File: config.mk
export PLATFORM = sky130hd
export DESIGN_NAME = key_event_ctrl_flat
export DESIGN_NICKNAME = d
export VERILOG_FILES = /design/src/rtl/key_event_ctrl_if.sv /design/src/rtl/key_event_ctrl.sv /design/src/flat_wrapper.sv
export SDC_FILE = /design/constraint.sdc
export NUM_CORES = 1
export LEC_CHECK = 0
export ABC_AREA = 0
export CORE_MARGIN = 2
export CORE_UTILIZATION = 50
export DETAILED_ROUTE_END_ITERATION = 12
export DONT_BUFFER_PORTS = 1
export SLEW_MARGIN = 20
export SYNTH_ARGS = -nofsm -noshare
export SYNTH_HDL_FRONTEND = slang
export SYNTH_SLANG_ARGS = --single-unit
File: constraint.sdc
create_clock -name clock -period 5 [get_ports clock]
set_input_delay 1 -clock clock [delete_from_list [all_inputs] [get_ports clock]]
set_output_delay 1 -clock clock [all_outputs]
set_load 0.005 [all_outputs]
File: src/rtl/key_event_ctrl_if.sv
// Interrupt handshake between the button front-end and the CPU vector logic.
// The front-end is master: it raises irq with key/vector, the CPU returns a one-cycle ack.
interface key_event_ctrl_if;
  logic       irq;
  logic [2:0] irq_key;
  logic [7:0] irq_vec;
  logic       irq_ack;

  modport master (output irq, irq_key, irq_vec, input irq_ack);
  modport slave  (input irq, irq_key, irq_vec, output irq_ack);
endinterface

File: src/rtl/key_event_ctrl.sv
// Six-button front-end: sync, debounce, press/auto-repeat events, priority
// interrupt presentation held until acknowledged.
module key_event_lane #(
  parameter int DEB_TICKS    = 4,
  parameter int REPEAT_DELAY = 500,
  parameter int REPEAT_RATE  = 100
) (
  input  logic clock,
  input  logic rst,
  input  logic tick_i,
  input  logic btn_n_i,
  output logic level_o,
  output logic ev_o
);
  typedef enum logic [1:0] {IDLE, DELAY, REPEAT} st_e;

  localparam logic [7:0]  DEB = 8'(DEB_TICKS);
  localparam logic [15:0] RD  = 16'(REPEAT_DELAY);
  localparam logic [15:0] RR  = 16'(REPEAT_RATE);

  logic [1:0]  sync_q;
  logic [7:0]  deb_q;
  logic        level_q;
  st_e         st_q;
  logic [15:0] rep_q;
  logic        pressed;
  logic [7:0]  deb_inc;
  logic [15:0] rep_inc;

  assign pressed = ~sync_q[1];
  assign deb_inc = deb_q + 8'd1;
  assign rep_inc = rep_q + 16'd1;
  assign level_o = level_q;

  // Press fires on the first clock the FSM sees the new debounced level.
  assign ev_o = level_q &&
                ((st_q == IDLE) ||
                 (tick_i && st_q == DELAY  && rep_inc == RD) ||
                 (tick_i && st_q == REPEAT && rep_inc == RR));

  always_ff @(posedge clock or negedge rst) begin
    if (!rst) begin
      sync_q  <= 2'b11;
      deb_q   <= '0;
      level_q <= 1'b0;
      st_q    <= IDLE;
      rep_q   <= '0;
    end else begin
      sync_q <= {sync_q[0], btn_n_i};

      if (tick_i) begin
        if (pressed == level_q)  deb_q <= '0;
        else if (deb_inc == DEB) begin
          deb_q   <= '0;
          level_q <= ~level_q;
        end else                 deb_q <= deb_inc;
      end

      if (!level_q) begin
        st_q  <= IDLE;
        rep_q <= '0;
      end else begin
        case (st_q)
          IDLE: begin
            st_q  <= DELAY;
            rep_q <= '0;
          end
          DELAY: if (tick_i) begin
            if (rep_inc == RD) begin
              st_q  <= REPEAT;
              rep_q <= '0;
            end else rep_q <= rep_inc;
          end
          REPEAT: if (tick_i) rep_q <= (rep_inc == RR) ? '0 : rep_inc;
          default: begin
            st_q  <= IDLE;
            rep_q <= '0;
          end
        endcase
      end
    end
  end
endmodule

module key_event_ctrl #(
  parameter int DEB_TICKS    = 4,
  parameter int REPEAT_DELAY = 500,
  parameter int REPEAT_RATE  = 100,
  parameter int VEC_BASE     = 2,
  parameter int VEC_STRIDE   = 2
) (
  input  logic                clock,
  input  logic                rst,
  input  logic                tick,
  input  logic [5:0]          btn_n,
  output logic [5:0]          key_level,
  output logic                overrun,
  key_event_ctrl_if.master    cpu
);
  localparam int NUM_LANES = 6;

  logic [NUM_LANES-1:0] ev;
  logic [NUM_LANES-1:0] pending_q, pending_d, clr;
  logic                 irq_q;
  logic [2:0]           irq_key_q;
  logic [7:0]           irq_vec_q;
  logic                 overrun_q, overrun_d;
  logic                 ack_ok;

  for (genvar k = 0; k < NUM_LANES; k++) begin : g_lane
    key_event_lane #(
      .DEB_TICKS   (DEB_TICKS),
      .REPEAT_DELAY(REPEAT_DELAY),
      .REPEAT_RATE (REPEAT_RATE)
    ) u_lane (
      .clock  (clock),
      .rst    (rst),
      .tick_i (tick),
      .btn_n_i(btn_n[k]),
      .level_o(key_level[k]),
      .ev_o   (ev[k])
    );
  end

  function automatic logic [2:0] enc(input logic [NUM_LANES-1:0] p);
    enc = '0;
    for (int i = 0; i < NUM_LANES; i++) if (p[i]) enc = 3'(i);
  endfunction

  function automatic logic [7:0] vec_of(input logic [2:0] key);
    vec_of = 8'(VEC_BASE + VEC_STRIDE * int'(key));
  endfunction

  assign ack_ok    = irq_q & cpu.irq_ack;
  assign clr       = ack_ok ? (NUM_LANES'(1) << irq_key_q) : '0;
  // A new event on the key being acked wins over the clear and is not an overrun.
  assign pending_d = (pending_q & ~clr) | ev;
  assign overrun_d = |(ev & pending_q & ~clr);

  always_ff @(posedge clock or negedge rst) begin
    if (!rst) begin
      pending_q <= '0;
      irq_q     <= 1'b0;
      irq_key_q <= '0;
      irq_vec_q <= 8'(VEC_BASE);
      overrun_q <= 1'b0;
    end else begin
      pending_q <= pending_d;
      overrun_q <= overrun_d;
      // Presented key is frozen while unacked; an ack forces one idle clock.
      if (ack_ok) irq_q <= 1'b0;
      else if (!irq_q) begin
        irq_q     <= |pending_d;
        irq_key_q <= enc(pending_d);
        irq_vec_q <= vec_of(enc(pending_d));
      end
    end
  end

  assign cpu.irq     = irq_q;
  assign cpu.irq_key = irq_key_q;
  assign cpu.irq_vec = irq_vec_q;
  assign overrun     = overrun_q;
endmodule
File: src/flat_wrapper.sv
// flat-port wrapper written by rule: the top's interface ports become plain ports
module key_event_ctrl_flat 
#(
  parameter int DEB_TICKS    = 4,
  parameter int REPEAT_DELAY = 500,
  parameter int REPEAT_RATE  = 100,
  parameter int VEC_BASE     = 2,
  parameter int VEC_STRIDE   = 2
)
  (clock, rst, tick, btn_n, key_level, overrun, cpu_irq, cpu_irq_key, cpu_irq_vec, cpu_irq_ack);
  key_event_ctrl_if cpu_i ();
  input  logic clock;
  input  logic rst;
  input  logic tick;
  input  logic [5:0] btn_n;
  output logic [5:0] key_level;
  output logic overrun;
  output wire logic [$bits(cpu_i.irq)-1:0] cpu_irq;
  output wire logic [$bits(cpu_i.irq_key)-1:0] cpu_irq_key;
  output wire logic [$bits(cpu_i.irq_vec)-1:0] cpu_irq_vec;
  input wire logic [$bits(cpu_i.irq_ack)-1:0] cpu_irq_ack;
  assign cpu_irq = cpu_i.irq;
  assign cpu_irq_key = cpu_i.irq_key;
  assign cpu_irq_vec = cpu_i.irq_vec;
  assign cpu_i.irq_ack = cpu_irq_ack;
  key_event_ctrl #(.DEB_TICKS(DEB_TICKS), .REPEAT_DELAY(REPEAT_DELAY), .REPEAT_RATE(REPEAT_RATE), .VEC_BASE(VEC_BASE), .VEC_STRIDE(VEC_STRIDE)) u_core (.clock(clock), .rst(rst), .tick(tick), .btn_n(btn_n), .key_level(key_level), .overrun(overrun), .cpu(cpu_i));
endmodule
==> results.md, run 1 <==
- The worst path meets setup with around 1.7 ns of slack.
- The count of mapped cells out of synthesis is around 1,400.
- The core area is between 20,000 and 25,000 um2.
- In the layout the commonest cells are sky130_fd_sc_hd__dfrtp_1 (176), sky130_fd_sc_hd__o21ai_0 (136), sky130_fd_sc_hd__nand2_1 (131), sky130_fd_sc_hd__nand3_1 (94), sky130_fd_sc_hd__nor2_1 (76).
- The library cell used most frequently in the layout, excluding fill and tap cells, is sky130_fd_sc_hd__dfrtp_1.
- Compared with the post-synthesis result, the final layout area differs by 6.14%.
- The setup TNS is 0 ns.
- The sequential share of the synthesized area is 0.401.
- The final cell utilization of the core is 0.538.
- The placed instances occupy a cell area of 11,900 um2.
- The starting density of the core is 0.507.
- The worst hold path belongs to the class primary input to asynchronous set/reset pin.
- The number of CTS-inserted buffers is 17.
- During synthesis, Yosys emitted a total of 0 warnings.
- The largest stage delay on the critical path is 0.78 ns.
- STA classifies the critical path endpoint as a flop.
- From left edge to right edge, the die measures around 160 um.
- After routing the design area is about 13,000 um2.
- The switching share of power is 0.317.
- Clock-pin slew was measured on the worst setup and hold paths at 0.07 ns.
- Walking the worst path, the cells encountered are ha_1, nand3_1, nor4_1, or3_1, a22oi_1, a31o_2, a21oi_2, a21boi_0, a21o_1.
- The HPWL after detailed placement is 17,000 um.
- The top cell type by total area after synthesis is sky130_fd_sc_hd__dfrtp_1.
- Once layout is complete, the cells apart from fillers number 1,647.
- The flow ran to the end, and the final reports show no timing, DRC or antenna violations.
- Setup violations remaining at the end of the flow were counted as 0.
- The largest individual stage delay along the critical path comes from the cell sky130_fd_sc_hd__a21oi_2.
- The clock net in this run drives a total of 189 sinks.
- Internal power comes to 2.80 mW.
- The sequential fraction of design power is 0.455.
- The quantity of I/O buffers inserted on ports is 0.
- The cell area that synthesis handed to floorplanning was around 12,000 um2.
- Of the post-synthesis cell area, the dominant cell type holds 0.372.
- After detailed routing, the average wire length per cell comes to 15.4 um.
- In the final layout, the share of cells above drive strength 1 is 0.0633.
- The worst setup timing slack at the placement stage is 1.69 ns.
- The share of total power dissipated in the clock network is 0.353.
- The number of diodes is 0.
- The tightest slew margin relative to the limit is 0.348.
- For the pin with the worst max-slew slack, the measured transition is ~0.95 ns.
- The first-pass iteration count of the detailed router is 7.
- The final worst-path cycle share is 0.664.
- The peak supply drop is between 0.2 and 0.25 mV.
- The detail route stage leaves a number of antenna-violating nets equal to 0.
- The power dissipated by switching net loads is 1.30 mW.
- STA classifies the critical path startpoint as a flop.
- The number of H-tree levels is 4.
- The floorplan step defined a die boundary enclosing ~25,000 um2.
- The tightest hold path in the finished design has a slack of between 0.2 and 0.3 ns.
- The number of buffers between clock root and the deepest sink is 2.
- The number of design-rule violations left by the first detailed-router iteration is around 740.
- The power after layout is 4.10 mW.
- The type of the setup path with the least slack is flop to flop.
- The tool flagged a number of max-cap violations equal to 0.
- Across every metal layer, demand over resource in global routing totals 0.215.
- The number of buffers and inverters on the critical path is 0.
- The total number of vias is between 9,000 and 10,000.
- The leakage power is 5.17 nW.
- The pin count of the biggest net entering global routing is 190.
- Once placement completed, the tool counted placed cells totaling 1,615.
- In the synthesized netlist the dominant register cell turns out to be sky130_fd_sc_hd__dfrtp_1.
- At the worst endpoint, the required time is 5.38 ns.
- The clock latency reported for the late side of the worst-skew pair is 0.43 ns.
- The via density per instance is approximately 5.9.
- The final critical path time including I/O delays and setup is 3.32 ns.
- Setup repair after global routing left no endpoint under its margin.
- In the post-synthesis netlist, the biggest area contributors are sky130_fd_sc_hd__dfrtp_1 (37%), sky130_fd_sc_hd__o21ai_0 (5.8%), sky130_fd_sc_hd__ha_1 (4.3%).
- 29 I/O pins were placed.
- After detailed routing, the number of remaining DRC violations is 0.
- The number of buffers inserted by hold repair at cts is 0.
- The worst register-to-register path has a setup slack of 1.68 ns.
- The last weighted congestion value of the routability-driven placer is 0.810.
- Along the worst path, the maximum fanout reaches 24.
- The initial antenna violation count is 0.
- The share of async-settable or async-resettable flops after synthesis is 1.00.
- The clock tree root driver cell is sky130_fd_sc_hd__clkbuf_16.
- The synthesized design contains 189 register bits.
- The data arrival time of the critical path is approximately 3.7 ns.
- Once the clock tree was built, the resizer swapped 0 gates to a different size.
- The final layout contains between 1,000 and 1,500 nets.
- The final routed wirelength across all metal layers is around 25,000 um.
- The worst clock skew is 0.00992 ns.
- The number of endpoints with negative hold slack in the final report came to 0.
- The highest achievable clock rate is 0.301 GHz.
- TritonCTS built the clock tree.
- The leftover overflow at the end of global routing is 0.
- The number of placement rows is 56.
- The via count of the first global-routing pass is 8,984.
- In this run the vertical extent of the chip is 158 um.
- Post-CTS timing repair inserted 0 buffers for setup.
- After synthesis, the mean cell area works out to 8.68 um2.
- The number of library cell types mapped by synthesis is 81.
- The count of flip-flops with a built-in enable after synthesis is 0.
- The first-pass GRT wire length is 44,300 um.
- Among cell families on the critical path, the largest total delay comes from compound AO/OA/AOI/OAI gates.
- In this run the power density over the cells is 327 nW/um2.
- Of the total power, combinational logic draws 0.192.
- The count of final max-slew check failures was 0.
==> registers in the layout, indices dropped and copies added, names as in the netlist <==
name                          cells
u_core.g_lane.u_lane.level_o      6
u_core.g_lane.u_lane.deb_q       48
u_core.cpu.irq_vec                4
u_core.g_lane.u_lane.st_q        12
u_core.g_lane.u_lane.rep_q       96
u_core.g_lane.u_lane.sync_q      12
u_core.overrun                    1
u_core.cpu.irq                    1
u_core.pending_q                  6
u_core.cpu.irq_key                3
==> final timing paths <==
| kind | depth (start not counted) | startpoint | end |
|---|---|---|---|
| max | 9 | u_core.g_lane[5].u_lane.rep_q[1]$_DFFE_PN0P_ | u_core.g_lane[5].u_lane.rep_q[6]$_DFFE_PN0P_ |
| min | 0 | rst | u_core.g_lane[4].u_lane.rep_q[11]$_DFFE_PN0P_ |
| max reg2reg | 9 | u_core.g_lane[5].u_lane.rep_q[1]$_DFFE_PN0P_ | u_core.g_lane[5].u_lane.rep_q[6]$_DFFE_PN0P_ |
| min reg2reg | 0 | u_core.g_lane[5].u_lane.sync_q[0]$_DFF_PN1_ | u_core.g_lane[5].u_lane.sync_q[1]$_DFF_PN1_ |
| max in group asynchronous | 0 | rst | u_core.g_lane[4].u_lane.sync_q[1]$_DFF_PN1_ |
| min in group clock | 0 | u_core.g_lane[5].u_lane.sync_q[0]$_DFF_PN1_ | u_core.g_lane[5].u_lane.sync_q[1]$_DFF_PN1_ |
==> power groups by stage <==
stage / sequential [mW] / clock, mW / combinational (mW)
2_1_floorplan: 1.82 / 0 / 0.675
3_3_place_gp: 1.90 / 0 / 0.774
3_5_place_dp: 1.90 / 0 / 0.787
4_1_cts: 1.87 / 1.49 / 0.792
5_1_grt: 1.90 / 1.55 / 0.911
6_report: 1.87 / 1.45 / 0.788
==> layer usage <==
layer,vias to the layer above,share of wire,track usage
met5,-,0,0
met4,0,0.011,0.0515
met3,17,0.035,0.0350
met2,148,0.45,0.342
met1,4628,0.50,0.308
li1,4885,-,-
==> area by class of cell <==
cell class,count,area (um2)
Multi-Input combinational cell,1027,6470
Timing Repair Buffer,7,52.6
Sequential cell,189,4750
Tap cell,319,399
Clock inverter,14,183
Clock buffer,18,439
Fill cell,2149,10800
Inverter,73,274
==> cell families after synthesis <==
group / count (synthesis) / share of synthesized area
buffers and inverters: 150 / 0.0538
adders and majority gates: 41 / 0.0433
DFF: 189 / 0.401
xor gates and xnor gates: 48 / 0.0355
and+or+nand+nor: 535 / 0.235
AOI/OAI and AO/OA: 365 / 0.201
other: 1 / 0.000317
muxes: 34 / 0.0292
==> Yosys cell counts, drive strengths merged, types with 13 or more instances <==
| cell | instances |
|---|---|
| a21oi | 56 |
| a22o | 24 |
| and3 | 43 |
| buf | 33 |
| clkbuf | 44 |
| dfrtp | 176 |
| dfstp | 13 |
| ha | 41 |
| inv | 73 |
| mux2i | 30 |
| nand2 | 131 |
| nand2b | 17 |
| nand3 | 95 |
| nand4 | 36 |
| nor2 | 76 |
| nor2b | 13 |
| nor3 | 39 |
| nor4 | 20 |
| o21ai | 139 |
| o2bb2ai | 17 |
| o31ai | 23 |
| or3 | 18 |
| xnor2 | 27 |
| xor2 | 21 |
Note: power is estimated with default switching activity, not from simulation.
==> run 2: changes to the inputs <==
==> constraint.sdc (replaced) <==
create_clock -name clock -period 3.42 [get_ports clock]
set_input_delay 0.684 -clock clock [delete_from_list [all_inputs] [get_ports clock]]
set_output_delay 0.684 -clock clock [all_outputs]
set_load 0.005 [all_outputs]
==> results.md, run 2 (synthesized netlist as in run 1, its figures left out) <==
- The first-pass GRT wire length is 44,100 um (was 44,300 um).
- The starting density of the core is 0.507 (unchanged).
- The number of placement rows was 56 (unchanged).
- The type of the setup path with the least slack was flop to flop (unchanged).
- The quantity of I/O buffers inserted on ports was 0 (unchanged).
- The final worst-path cycle share is 0.906 (was 0.664).
- The transition time at the pin with the least slew margin is 0.851 ns (was 0.954 ns).
- The register containing the most flip-flops in the final layout is u_core.g_lane.u_lane.rep_q (unchanged).
- The count of final max-slew check failures is 0 (unchanged).
- The TritonCTS clock tree is built (unchanged).
- The area growth from synthesis to layout was 6.33% (was 6.14%).
- The setup-violating endpoint count in the final report is 0 (unchanged).
- The data arrival time of the critical path is 3.49 ns (was 3.70 ns).
- The final hold slack came to -0.0629 ns (was 0.253 ns).
- The post-layout worst setup margin is 0.323 ns (was 1.68 ns).
- The cell with the biggest individual delay on the critical path is sky130_fd_sc_hd__a21oi_4 (was sky130_fd_sc_hd__a21oi_2).
- The clock latency reported for the late side of the worst-skew pair is 0.44 ns (was 0.43 ns).
- The final antenna-violating net count is 0 (unchanged).
- The via density per instance came to 5.84 (was 5.88).
- The number of H-tree levels is 4 (unchanged).
- The first-pass iteration count of the detailed router was 5 (was 7).
- The tightest slew margin relative to the limit was 0.418 (was 0.348).
- The highest achievable clock rate is 0.323 GHz (was 0.301 GHz).
- The global-route usage over all layers came to 0.215 (about the same).
- The number of buffers between clock root and the deepest sink is 2 (unchanged).
- The clock tree root driver cell is sky130_fd_sc_hd__clkbuf_16 (unchanged).
- The leakage power is 5.19 nW (was 5.17 nW).
- The clock transition time at the flip-flop clock pins of the worst setup and hold paths is 0.08 ns (was 0.07 ns).
- The leftover overflow at the end of global routing is 0 (unchanged).
- The layout cell share with drive strength beyond 1 came to 0.0703 (was 0.0633).
- The horizontal die dimension came to 158 um (unchanged).
- The flip-flop count of the largest register after layout is 96 (unchanged).
- The required time of the worst setup path is 3.81 ns (was 5.38 ns).
- The met3 track demand over resource in global routing is 0.0405 (was 0.0350).
- The met1 track demand over resource in global routing is 0.307 (was 0.308).
- The core area is 23,300 um2 (unchanged).
- The post-DP HPWL is 17,000 um (about the same).
- The worst setup timing slack at the placement stage is 0.0773 ns (was 1.69 ns).
- The post-CTS setup-driven buffer insertion count is 0 (unchanged).
- The clock sink count came to 189 (unchanged).
- The final layout net count is 1,376 (was 1,366).
- The number of design-rule violations left by the first detailed-router iteration is 571 (was 736).
- The initial antenna violation count is 0 (unchanged).
- The last weighted congestion value of the routability-driven placer came to 0.806 (was 0.810).
- The boundary pin count is 29 (unchanged).
- Setup repair after global routing missed its margin: false (unchanged).
- The setup TNS is 0 ns (unchanged).
- The average detailed-routed wire length per instance is 15.3 um (was 15.4 um).
- Worst-path cell chain: ha_1, nand3_1, nor4_1, or3_1, a22oi_1, a31o_2, a21oi_4, a21boi_0, a21o_1 (was ha_1, nand3_1, nor4_1, or3_1, a22oi_1, a31o_2, a21oi_2, a21boi_0, a21o_1).
- The path class of the lowest-slack min-delay path was primary input to asynchronous set/reset pin (unchanged).
- The number of buffers and inverters on the critical path was 0 (unchanged).
- The pin count of the biggest net entering global routing is 190 (unchanged).
- The peak supply drop was 0.377 mV (was 0.203 mV).
- The worst clock skew is 0.0115 ns (was 0.00992 ns).
- The remaining design rule violation count is 0 (unchanged).
- The element type at the critical path end is a flop (unchanged).
- The via count of the first global-routing pass is 8,974 (was 8,984).
- The cell area power density is 463 nW/um2 (was 327 nW/um2).
- The commonest non-fill, non-tap cell in the layout was sky130_fd_sc_hd__dfrtp_1 (unchanged).
- The largest stage delay on the critical path was 0.53 ns (was 0.78 ns).
- The count of cells resized by post-cts repair came to 0 (unchanged).
- The largest fanout on the critical path was 24 (unchanged).
- The area of the die was 24,900 um2 (unchanged).
- The checks that failed: hold timing.
- The number of endpoints with negative hold slack in the final report is 176 (was 0).
- The final routed wirelength across all metal layers came to 25,300 um (was 25,400 um).
- The layer carrying the most global-route usage is met2 (unchanged).
- The final critical path time including I/O delays and setup came to 3.10 ns (was 3.32 ns).
- The total of max-cap violations is 0 (unchanged).
- Run status: finished with violations (was finished clean).
- Leading registers by flop count: u_core.g_lane.u_lane.rep_q x96, u_core.g_lane.u_lane.deb_q x48 (unchanged).
- The total number of vias is 9,672 (was 9,678).
- The cell class contributing the biggest share of worst-path delay is compound AO/OA/AOI/OAI gates (unchanged).
- The number of CTS-inserted buffers came to 17 (unchanged).
- The met2 usage in global routing is 0.339 (was 0.342).
- The number of diodes was 0 (unchanged).
- The die height is 158 um (unchanged).
- The number of filler instances in the final layout is 2,169 (was 2,149).
- Most frequent cells in the layout: sky130_fd_sc_hd__dfrtp_1 (176), sky130_fd_sc_hd__o21ai_0 (136), sky130_fd_sc_hd__nand2_1 (131), sky130_fd_sc_hd__nand3_1 (94), sky130_fd_sc_hd__nor2_1 (76) (unchanged).
- The type of origin of the critical path is a flop (unchanged).
[run 2: cell types whose count changed in the layout (fill, tap and decap cells not counted)]
cell and delta:
sky130_fd_sc_hd__bufinv_16 -2, sky130_fd_sc_hd__inv_8 -2, sky130_fd_sc_hd__a21oi_4 +1, sky130_fd_sc_hd__buf_4 +10
sky130_fd_sc_hd__clkinv_4 +2, sky130_fd_sc_hd__a21oi_2 -1, sky130_fd_sc_hd__clkinv_2 +2, sky130_fd_sc_hd__inv_6 +1
sky130_fd_sc_hd__clkbuf_8 -1
[run 2: metrics by stage]
step	utilization	hold WS, ns	cells	total power, mW	cell area (um2)
detailed placement	0.515	0.349	1625	3.93	12000
global placement	0.515	0.345	1625	3.92	12000
global route	0.539	-0.0830	1657	6.19	12600
finish	0.539	-0.0629	1657	5.82	12600
floorplan	-	0.345	1366	3.65	11800
CTS	0.539	-0.0809	1657	5.89	12600
[run 2: layer usage]
layer  up-vias  wire length (um)
met5         -                 0
met4         0               227
met3        14               932
met2       124             11400
met1      4632             12800
li1       4902                 -
[run 2: final timing paths]
kind                                                                   start                                            end  slack [ns]  depth (start not counted)
worst max-delay path            u_core.g_lane[5].u_lane.rep_q[0]$_DFFE_PN0P_   u_core.g_lane[5].u_lane.rep_q[6]$_DFFE_PN0P_        0.32                          9
worst min-delay path                                                     rst  u_core.g_lane[2].u_lane.rep_q[11]$_DFFE_PN0P_       -0.06                          0
worst max register to register  u_core.g_lane[5].u_lane.rep_q[0]$_DFFE_PN0P_   u_core.g_lane[5].u_lane.rep_q[6]$_DFFE_PN0P_        0.32                          9
worst min register to register   u_core.g_lane[2].u_lane.sync_q[0]$_DFF_PN1_    u_core.g_lane[2].u_lane.sync_q[1]$_DFF_PN1_        0.36                          0
max in group asynchronous                                                rst    u_core.g_lane[5].u_lane.sync_q[0]$_DFF_PN1_        3.16                          0
min in group clock                                                  btn_n[0]    u_core.g_lane[0].u_lane.sync_q[0]$_DFF_PN1_        0.23                          0
[run 2: worst reg2reg max path: stages, from the launching register on]
cell and delay (ns):
sky130_fd_sc_hd__dfrtp_1 0.45, sky130_fd_sc_hd__ha_1 0.37, sky130_fd_sc_hd__nand3_1 0.26, sky130_fd_sc_hd__nor4_1 0.48
sky130_fd_sc_hd__or3_1 0.18, sky130_fd_sc_hd__a22oi_1 0.13, sky130_fd_sc_hd__a31o_2 0.30, sky130_fd_sc_hd__a21oi_4 0.53
sky130_fd_sc_hd__a21boi_0 0.25, sky130_fd_sc_hd__a21o_1 0.10
[run 2: power by group]
| part | switching [mW] | total, mW | internal (mW) |
|---|---|---|---|
| registers | 0.287 | 2.74 | 2.45 |
| logic | 0.688 | 1.15 | 0.462 |
| clock network | 0.922 | 1.93 | 1.01 |
[run 2: layout make-up]
class                      count  area (um2)  share of cell area
clock buffer                  17         425              0.0338
clock inverter                15         136              0.0108
inverter                      73         274              0.0218
multi-input combinational   1027        6480               0.515
sequential                   189        4750               0.377
tap                          319         399              0.0317
timing repair buffer          17         128              0.0101
